`config.mk`:
```
export PLATFORM = sky130hd
export DESIGN_NAME = uart_tx_fifo
export DESIGN_NICKNAME = d
export VERILOG_FILES = /design/src/rtl/uart_pkg.sv /design/src/rtl/uart_fifo_mem.sv /design/src/rtl/uart_tx_fifo.sv
export SDC_FILE = /design/constraint.sdc
export NUM_CORES = 1
export LEC_CHECK = 0
export BUFFER_PORTS_ARGS = -buffer_cell sky130_fd_sc_hd__buf_2
export CORE_UTILIZATION = 60
export DETAILED_ROUTE_END_ITERATION = 10
export PLACE_DENSITY_LB_ADDON = 0.1
export SYNTH_ARGS = -nofsm -noshare
export SYNTH_HDL_FRONTEND = slang
export SYNTH_HIERARCHICAL = 1
export SYNTH_SLANG_ARGS = --single-unit
```
`constraint.sdc`:
```
create_clock -name clk -period 3.7 [get_ports clk]
set_clock_uncertainty 0.2 [all_clocks]
set_input_delay 0.555 -clock clk [delete_from_list [all_inputs] [get_ports clk]]
set_output_delay 0.555 -clock clk [all_outputs]
set_load 0.02 [all_outputs]
```
`src/rtl/uart_pkg.sv`:
```
// Shared UART definitions: transmit FSM state encoding and default word width.
package uart_pkg;

  localparam int unsigned UART_DBIT = 8;

  typedef enum logic {
    IDLE = 1'b0,
    BUSY = 1'b1
  } tx_state_t;

endpackage

```
`src/rtl/uart_fifo_mem.sv`:
```
// Dual-pointer register array: synchronous write port, combinational read at rd_ptr.
module uart_fifo_mem #(
  parameter int unsigned DBIT   = 8,
  parameter int unsigned ADDR_W = 4
) (
  input  logic            clk,
  input  logic            reset,
  input  logic            wr_en,
  input  logic [DBIT-1:0] wr_data,
  input  logic            rd_en,
  output logic [DBIT-1:0] rd_data
);

  localparam logic [ADDR_W-1:0] PTR_ONE = {{(ADDR_W-1){1'b0}}, 1'b1};

  logic [DBIT-1:0]   mem [2**ADDR_W];
  logic [ADDR_W-1:0] wr_ptr;
  logic [ADDR_W-1:0] rd_ptr;

  // Storage is deliberately left out of reset; pointers alone define validity.
  always_ff @(posedge clk) begin
    if (wr_en) mem[wr_ptr] <= wr_data;
  end

  always_ff @(posedge clk or posedge reset) begin
    if (reset) begin
      wr_ptr <= '0;
      rd_ptr <= '0;
    end else begin
      if (wr_en) wr_ptr <= wr_ptr + PTR_ONE;
      if (rd_en) rd_ptr <= rd_ptr + PTR_ONE;
    end
  end

  assign rd_data = mem[rd_ptr];

endmodule

```
`src/rtl/uart_tx_fifo.sv`:
```
// Transmit FIFO feeding a UART transmitter with registered one-cycle launch pulses.
// Optional sticky overflow flag enabled by defining UART_TX_FIFO_OVF_EN.
module uart_tx_fifo
  import uart_pkg::*;
#(
  parameter int unsigned DBIT   = UART_DBIT,
  parameter int unsigned ADDR_W = 4
) (
  input  logic            clk,
  input  logic            reset,
  input  logic            wr_en,
  input  logic [DBIT-1:0] wr_data,
  output logic            full,
  output logic            empty,
  output logic [ADDR_W:0] count,
  output logic            tx_start,
  output logic [DBIT-1:0] tx_din,
  input  logic            tx_done_tick
`ifdef UART_TX_FIFO_OVF_EN
  ,
  output logic            overflow
`endif
);

  localparam logic [ADDR_W:0] DEPTH   = {1'b1, {ADDR_W{1'b0}}};
  localparam logic [ADDR_W:0] CNT_ONE = {{ADDR_W{1'b0}}, 1'b1};

  tx_state_t       state;
  tx_state_t       state_next;
  logic            accept;
  logic            launch;
  logic [DBIT-1:0] rd_data;

  assign full   = (count == DEPTH);
  assign empty  = (count == '0);
  assign accept = wr_en & ~full;

  uart_fifo_mem #(
    .DBIT   (DBIT),
    .ADDR_W (ADDR_W)
  ) u_mem (
    .clk     (clk),
    .reset   (reset),
    .wr_en   (accept),
    .wr_data (wr_data),
    .rd_en   (launch),
    .rd_data (rd_data)
  );

  always_ff @(posedge clk or posedge reset) begin
    if (reset) state <= IDLE;
    else       state <= state_next;
  end

  always_comb begin
    state_next = state;
    unique case (state)
      IDLE: if (!empty)      state_next = BUSY;
      BUSY: if (tx_done_tick) state_next = IDLE;
      default:                state_next = IDLE;
    endcase
  end

  // Launch is only ever taken from IDLE, so a done tick can never coincide with one.
  always_comb begin
    launch = (state == IDLE) && !empty;
  end

  always_ff @(posedge clk or posedge reset) begin
    if (reset) begin
      tx_start <= 1'b0;
      tx_din   <= '0;
    end else begin
      tx_start <= launch;
      if (launch) tx_din <= rd_data;
    end
  end

  always_ff @(posedge clk or posedge reset) begin
    if (reset) begin
      count <= '0;
    end else begin
      unique case ({accept, launch})
        2'b10:   count <= count + CNT_ONE;
        2'b01:   count <= count - CNT_ONE;
        default: count <= count;
      endcase
    end
  end

`ifdef UART_TX_FIFO_OVF_EN
  always_ff @(posedge clk or posedge reset) begin
    if (reset)             overflow <= 1'b0;
    else if (wr_en & full) overflow <= 1'b1;
  end
`endif

endmodule

```
==> results of run 1 <==
==> cell families after synthesis <==
| logic type | count (synthesis) |
|---|---|
| compound gates | 27 |
| mux | 44 |
| buf+inv | 21 |
| fa+ha+maj | 10 |
| flops | 151 |
| simple gates | 53 |
| xor+xnor | 8 |
==> per-layer routing <==
metal | part of all wire (%) | routed length, um
met1 | 45 | 4990
met2 | 48 | 5350
met3 | 6.4 | 712
met4 | 0.92 | 103
met5 | 0 | 0
==> through the flow <==
stage               area, sq um  instances  hold WS (ns)
floorplan                  6190        314         0.171
global placement           6400        464         0.286
detailed placement         6400        464         0.298
CTS                        7000        497       0.00430
global route               7000        497        0.0102
finish                     7000        497        0.0168
==> repair_timing <==
action,4_1_cts,5_1_grt
endpoints found under the hold margin,23,0
hold buffers,1,0
buffers inserted,0,0
==> worst max-delay path: stages (launching register included) <==
cell      delay [ns]
dfrtp_1         0.49
nor4_4          0.10
a21oi_2         0.57
ha_1            0.49
ha_1            0.36
a21oi_1         0.16
mux2_2          0.35
o211ai_1        0.17
==> Yosys cell counts, drive strengths merged (2+ instances only) <==
cell | instances | area, sq um
nand2 | 15 | 56.3
nor2 | 4 | 15.0
and2 | 19 | 120
dfrtp | 23 | 576
nand4 | 3 | 18.8
ha | 9 | 113
buf | 8 | 76.3
clkdlybuf4s25 | 3 | 30.0
mux4 | 32 | 781
mux2 | 11 | 124
a21oi | 3 | 18.8
xor2 | 2 | 17.5
inv | 8 | 30.0
o21ai | 2 | 10.0
clkbuf | 2 | 7.51
a22oi | 17 | 128
edfxtp | 128 | 3840
nor3b | 4 | 30.0
xnor2 | 6 | 52.6
nand3 | 2 | 10.0
==> power breakdown <==
group          leakage [nW]  switching, mW  internal [mW]
Clock                 0.297          0.637           1.04
Sequential             1.43          0.190           2.12
Combinational         0.790          0.885          0.731
Total                  2.52           1.71           3.89
==> path summary, 6_finish.rpt <==
path,end,slack (ns),start
setup / recovery,count[4],0.73,count[0]
hold / removal,state,0.02,tx_done_tick
setup reg to reg,count[4],0.73,count[0]
hold reg to reg,tx_din[1],0.31,tx_din[1]
max in group asynchronous,tx_din[3],2.46,reset
min in group asynchronous,u_mem/rd_ptr[2],0.35,reset
==> sequential cells by signal, summed over array words and instances, names as in the netlist <==
name          flops
count             5
tx_start          1
u_mem/mem       128
u_mem/rd_ptr      4
state             1
tx_din            8
u_mem/wr_ptr      4
==> final cells by class <==
type | count | area [sq um] | share of cell area (%)
clock buffers | 21 | 472 | 6.74
clock inverters | 11 | 116 | 1.66
inverters | 8 | 30.0 | 0.429
multi-input cells | 142 | 1630 | 23.3
flip-flops and latches | 151 | 4420 | 63.1
well taps | 133 | 166 | 2.38
repair buffers | 31 | 168 | 2.39
==> impl_metrics.yaml, run 1 <==
grt:
  gr-usage-met3_pct: 5.54
  grt_use_met2_pct: 34.7
  grt_pass1_vias: 3015
  overflow: 0
  grt_pass1_wl_um: 17300
  use_met1_pct: 33.1
  antenna_found_initial: 0
  grt-busiest-layer: "met2"
  grt_usage_pct: 22.7
  grt_start_max_net_pins: 33
place:
  preCtsSetupSlack_ns: 0.761
  gp_congestion: 0.737
  numPortBuffers: 27
  hpwl_um: 7220
sta:
  slew_violations: 0
  worst_pin_slew_ns: 0.704
  setup_ws_ns: 0.729
  setup_violations: 0
  rsz0062_at_grt: "no"
  max_freq_mhz: 337
  tns_ns: 0
  min_period_ns: 2.97
  relSlewSlack_pct: 53.1
  fin_crit_sh_pct: 80.3
  hold_violations: 0
min_path:
  hold_depth: 2
  hold_path_class: "primary input to flip-flop"
critical_path:
  setup.worst_path.class: "flip-flop to flip-flop"
  crit_fanout: 14
  critPathArrivalTime_ns: 3.21
  cp-start-kind: "flip-flop"
  cp-end-kind: "flip-flop"
  r2r_cells: 7
  required_ns: 3.94
cells_and_area:
  nets: 373
  antenna_cells: 0
  layout.cells.most_common: "edfxtp_1"
  final_core_util_pct: 70.6
  drive_gt1_share_pct: 25.3
  mostFrequentLayoutCells: "edfxtp_1 (128), buf_2 (27), dfrtp_1 (22)"
  fillers: 619
  area_growth_pct: 13.1
yosys:
  synthMuxAreaShare_pct: 14.8
  syn_inst: 314
  async_flop_share_pct: 15.2
  synth-simple-area-share_pct: 4.97
  synthDistinctLibCells: 39
  ys_seq_area_share_pct: 71.4
  synth_top_family_by_area: "multiplexers"
  ys_ff_latch: 151
  synth_adder_area_share_pct: 2.14
  synth_compound_area_share_pct: 3.27
  synth_edf_count: 128
  synth_xor_area_share_pct: 1.13
  netlist_area_sq_mm: 0.00619
  syn-num-nets: 336
  postSynthAreaPerCell_sq_um: 19.7
  yosys_warnings: 6
  synthFlopType: "edfxtp_1"
clocking:
  path_clk_slew_ns: 0.06
  h-tree-depth: 4
  cts_tree: "done"
  cts_made_buffers: 17
  cts.sinks: 151
  cts-resized-gates: 0
  clockBufferDepth: 2
  clock_tree.root_cell: "clkbuf_8"
  clk_latency_ns: 0.52
power_and_ir_drop:
  p_per_area_mw_per_mm2: 800
  p_leak_nw: 2.52
  irDropWorstVdd_uv: 412
  total_power_mw: 5.60
detailed_routing:
  drtPass1Iterations: 4
  drt_wl_total_um: 11200
  drt_iter0_drc: 220
  routedWlPerCell_um: 22.5
  drc_errors: 0
  antenna_left: 0
  vias_per_cell: 5.97
  via_count: 2968
floorplanning:
  start_util_pct: 62.5
  boundaryPins: 28
  die_area_sq_mm: 0.0107
  coreArea_sq_mm: 0.00991
  die_w_um: 104
  fp.dieH_um: 104
  row_count: 36
run:
  drv_cap: 0
outcome:
  outcome: "completed"
Note: power is estimated with default switching activity, not from simulation.
==> run 2: changes to the inputs <==
--- a/config.mk
+++ b/config.mk
@@ -5,6 +5,7 @@
 export SDC_FILE = /design/constraint.sdc
 export NUM_CORES = 1
 export LEC_CHECK = 0
+export ABC_AREA = 1
 export BUFFER_PORTS_ARGS = -buffer_cell sky130_fd_sc_hd__buf_2
 export CORE_UTILIZATION = 60
 export DETAILED_ROUTE_END_ITERATION = 10
==> constraint.sdc (replaced) <==
create_clock -name clk -period 2.8 [get_ports clk]
set_clock_uncertainty 0.2 [all_clocks]
set_input_delay 0.42 -clock clk [delete_from_list [all_inputs] [get_ports clk]]
set_output_delay 0.42 -clock clk [all_outputs]
set_load 0.02 [all_outputs]
==> impl_metrics.yaml, run 2 <==
detailed_routing:
  routed-wl-met2_um: 6590
  drt_wl_total_um: 14000
  met1Wirelength_um: 6290
  vias_per_cell: 5.31
  drc_errors: 0
  via_count: 4544
  antenna_left: 0
  routedWlPerCell_um: 16.3
  dr_wl_met3_um: 832
  top_layer: "met4"
  drt_iter0_drc: 376
  drtPass1Iterations: 7
floorplanning:
  start_util_pct: 61.8
  fp.dieH_um: 108
  die_w_um: 108
  die_area_sq_mm: 0.0116
  coreArea_sq_mm: 0.0109
  row_count: 38
  boundaryPins: 28
critical_path:
  crit_chain: "nor2_4 > nand4_4 > nand2_4 > inv_1 > ha_1 > ha_1 > or2_1 > nand2_1 > nand2_1 > nand3_1 > nand2_1"
  r2r_end: "count[4]"
  cp_slowest_cell: "dfrtp_1"
  path_delay_family: "simple AND/OR/NAND/NOR gates"
  cpPeakStageDelay_ns: 0.48
  cp-start-kind: "flip-flop"
  setup.worst_path.class: "flip-flop to flip-flop"
  path_depth: 11
  cp-end-kind: "flip-flop"
  cp_num_buf_inv: 1
  critPathArrivalTime_ns: 2.83
  crit_path_end: "count[4]"
  startpoint: "count[0]"
  required_ns: 3.02
  r2r_slack_ns: 0.19
  r2r-start: "count[0]"
  crit_top_cell: "nand2_1"
  r2r_cells: 11
  crit_fanout: 10
clocking:
  path_clk_slew_ns: 0.06
  cts_tree: "done"
  post_cts_buffers: 0
  clock_tree.root_cell: "clkbuf_8"
  cts_made_buffers: 17
  clockBufferDepth: 2
  clk_latency_ns: 0.53
  cts.sinks: 151
  cts-resized-gates: 0
  h-tree-depth: 4
yosys:
  synth_area_leader_cell: "edfxtp_1"
  syn_inst: 666
  yosys_warnings: 6
  postSynthAreaPerCell_sq_um: 10.1
  syn-num-nets: 688
  ys_seq_area_share_pct: 65.7
  synth_top_area_share_pct: 57.1
  synth_most_common_cell: "nand2_1"
  netlist_area_sq_mm: 0.00673
  async_flop_share_pct: 15.2
  ys_ff_latch: 151
  netlist_top_cells_area: "edfxtp_1 (57%), nand2_1 (12%), dfrtp_1 (8.6%)"
  netlist_top_cells_count: "nand2_1 (214), edfxtp_1 (128), inv_1 (112), nand3_1 (109), dfrtp_1 (23)"
  synthDistinctLibCells: 24
  synthFlopType: "edfxtp_1"
  synth_edf_count: 128
grt:
  overflow: 0
  grt_pass1_wl_um: 22200
  grt_start_max_net_pins: 68
  grt_usage_pct: 26.8
  antenna_found_initial: 0
  grt_pass1_vias: 4363
cells_and_area:
  regMostFlops: "u_mem/mem"
  nets: 725
  fillers: 847
  mostFrequentLayoutCells: "nand2_1 (214), edfxtp_1 (128), inv_1 (112)"
  reg.largest.list: "u_mem/mem (128), tx_din (8), count (5)"
  largest_reg_flops: 128
  antenna_cells: 0
  area_growth_pct: 12.6
  layout.cells.most_common: "nand2_1"
  drive_gt1_share_pct: 11.0
  final_core_util_pct: 69.6
sta:
  hold_violations: 0
  worst_pin_slew_ns: 0.744
  min_period_ns: 2.61
  rsz0062_at_grt: "no"
  timing.hold.ws_ns: 0.110
  setup_ws_ns: 0.190
  fin_crit_sh_pct: 93.2
  slew_violations: 0
  tns_ns: 0
  max_freq_mhz: 383
  relSlewSlack_pct: 50.4
  setup_violations: 0
place:
  hpwl_um: 8850
  preCtsSetupSlack_ns: 0.219
  numPortBuffers: 27
  gp_congestion: 0.908
outcome:
  outcome: "completed"
power_and_ir_drop:
  p_per_area_mw_per_mm2: 1060
  irDropWorstVdd_uv: 810
  total_power_mw: 8.03
  p_leak_nw: 3.43
min_path:
  hold_path_class: "primary input to flip-flop"
run:
  drv_cap: 0
## run 2: cell types whose count changed after synthesis, moves of 4 or more
cell	before	now
a22oi_1	17	0
nand3_1	2	109
and2_1	18	0
mux4_1	16	0
buf_2	3	19
nor2_1	4	20
nor3b_1	4	0
mux4_2	16	0
xor2_1	2	6
xnor2_1	6	1
inv_1	8	112
nand2_1	15	214
inv_2	0	5
mux2_2	11	0
## run 2: kinds of logic after synthesis
group | Yosys count | synth area share [%]
and+or+nand+nor | 350 | 22.2
DFF | 151 | 65.7
buffers and inverters | 143 | 8.84
adders and majority gates | 10 | 1.97
xor gates and xnor gates | 7 | 0.911
AOI/OAI and AO/OA | 5 | 0.391
## run 2: where the power goes
| group | internal (mW) | switching [mW] | leakage [nW] |
|---|---|---|---|
| Sequential | 2.81 | 0.194 | 1.43 |
| Clock | 1.25 | 0.848 | 0.264 |
| Combinational | 0.903 | 2.02 | 1.73 |
## run 2: area by class of cell
| class | instances | area (sq um) | share of cell area (%) |
|---|---|---|---|
| Inverter | 118 | 443 | 5.85 |
| Clock inverter | 14 | 136 | 1.80 |
| Tap cell | 140 | 175 | 2.31 |
| Timing Repair Buffer | 43 | 273 | 3.60 |
| Sequential cell | 151 | 4420 | 58.4 |
| Clock buffer | 17 | 414 | 5.47 |
| Multi-Input combinational cell | 372 | 1710 | 22.6 |
## run 2: worst min-delay path by stage
| stage | startpoint | endpoint | slack (ns) | cells past startpoint |
|---|---|---|---|---|
| after global routing | wr_data[4] | u_mem/mem[11][4] | 0.09 | 1 |
| after floorplan | reset | u_mem/rd_ptr[0] | 0.04 | 1 |
| after CTS | wr_data[7] | u_mem/mem[13][7] | 0.1 | 1 |
| after detailed placement | reset | u_mem/rd_ptr[2] | 0.22 | 2 |
| final | wr_data[4] | u_mem/mem[13][4] | 0.11 | 1 |
| after global placement | reset | u_mem/rd_ptr[3] | 0.21 | 2 |
## run 2: metrics by stage
stage	cells	cell area, sq um
2_1_floorplan	666	6730
5_1_grt	855	7570
6_report	855	7570
3_3_place_gp	822	7000
3_5_place_dp	822	7000
4_1_cts	855	7570
## run 2: timing repair
action,in CTS,in global routing
hold buffers,2,0
endpoints found under the setup margin,0,0
hold endpoints to repair,24,0
## run 2: layer usage
| metal | GRT usage, % | vias to the layer above |
|---|---|---|
| li1 | - | 2210 |
| met4 | 10.4 | 0 |
| met3 | 6.78 | 14 |
| met1 | 36.0 | 2171 |
| met5 | 0 | - |
| met2 | 42.0 | 149 |
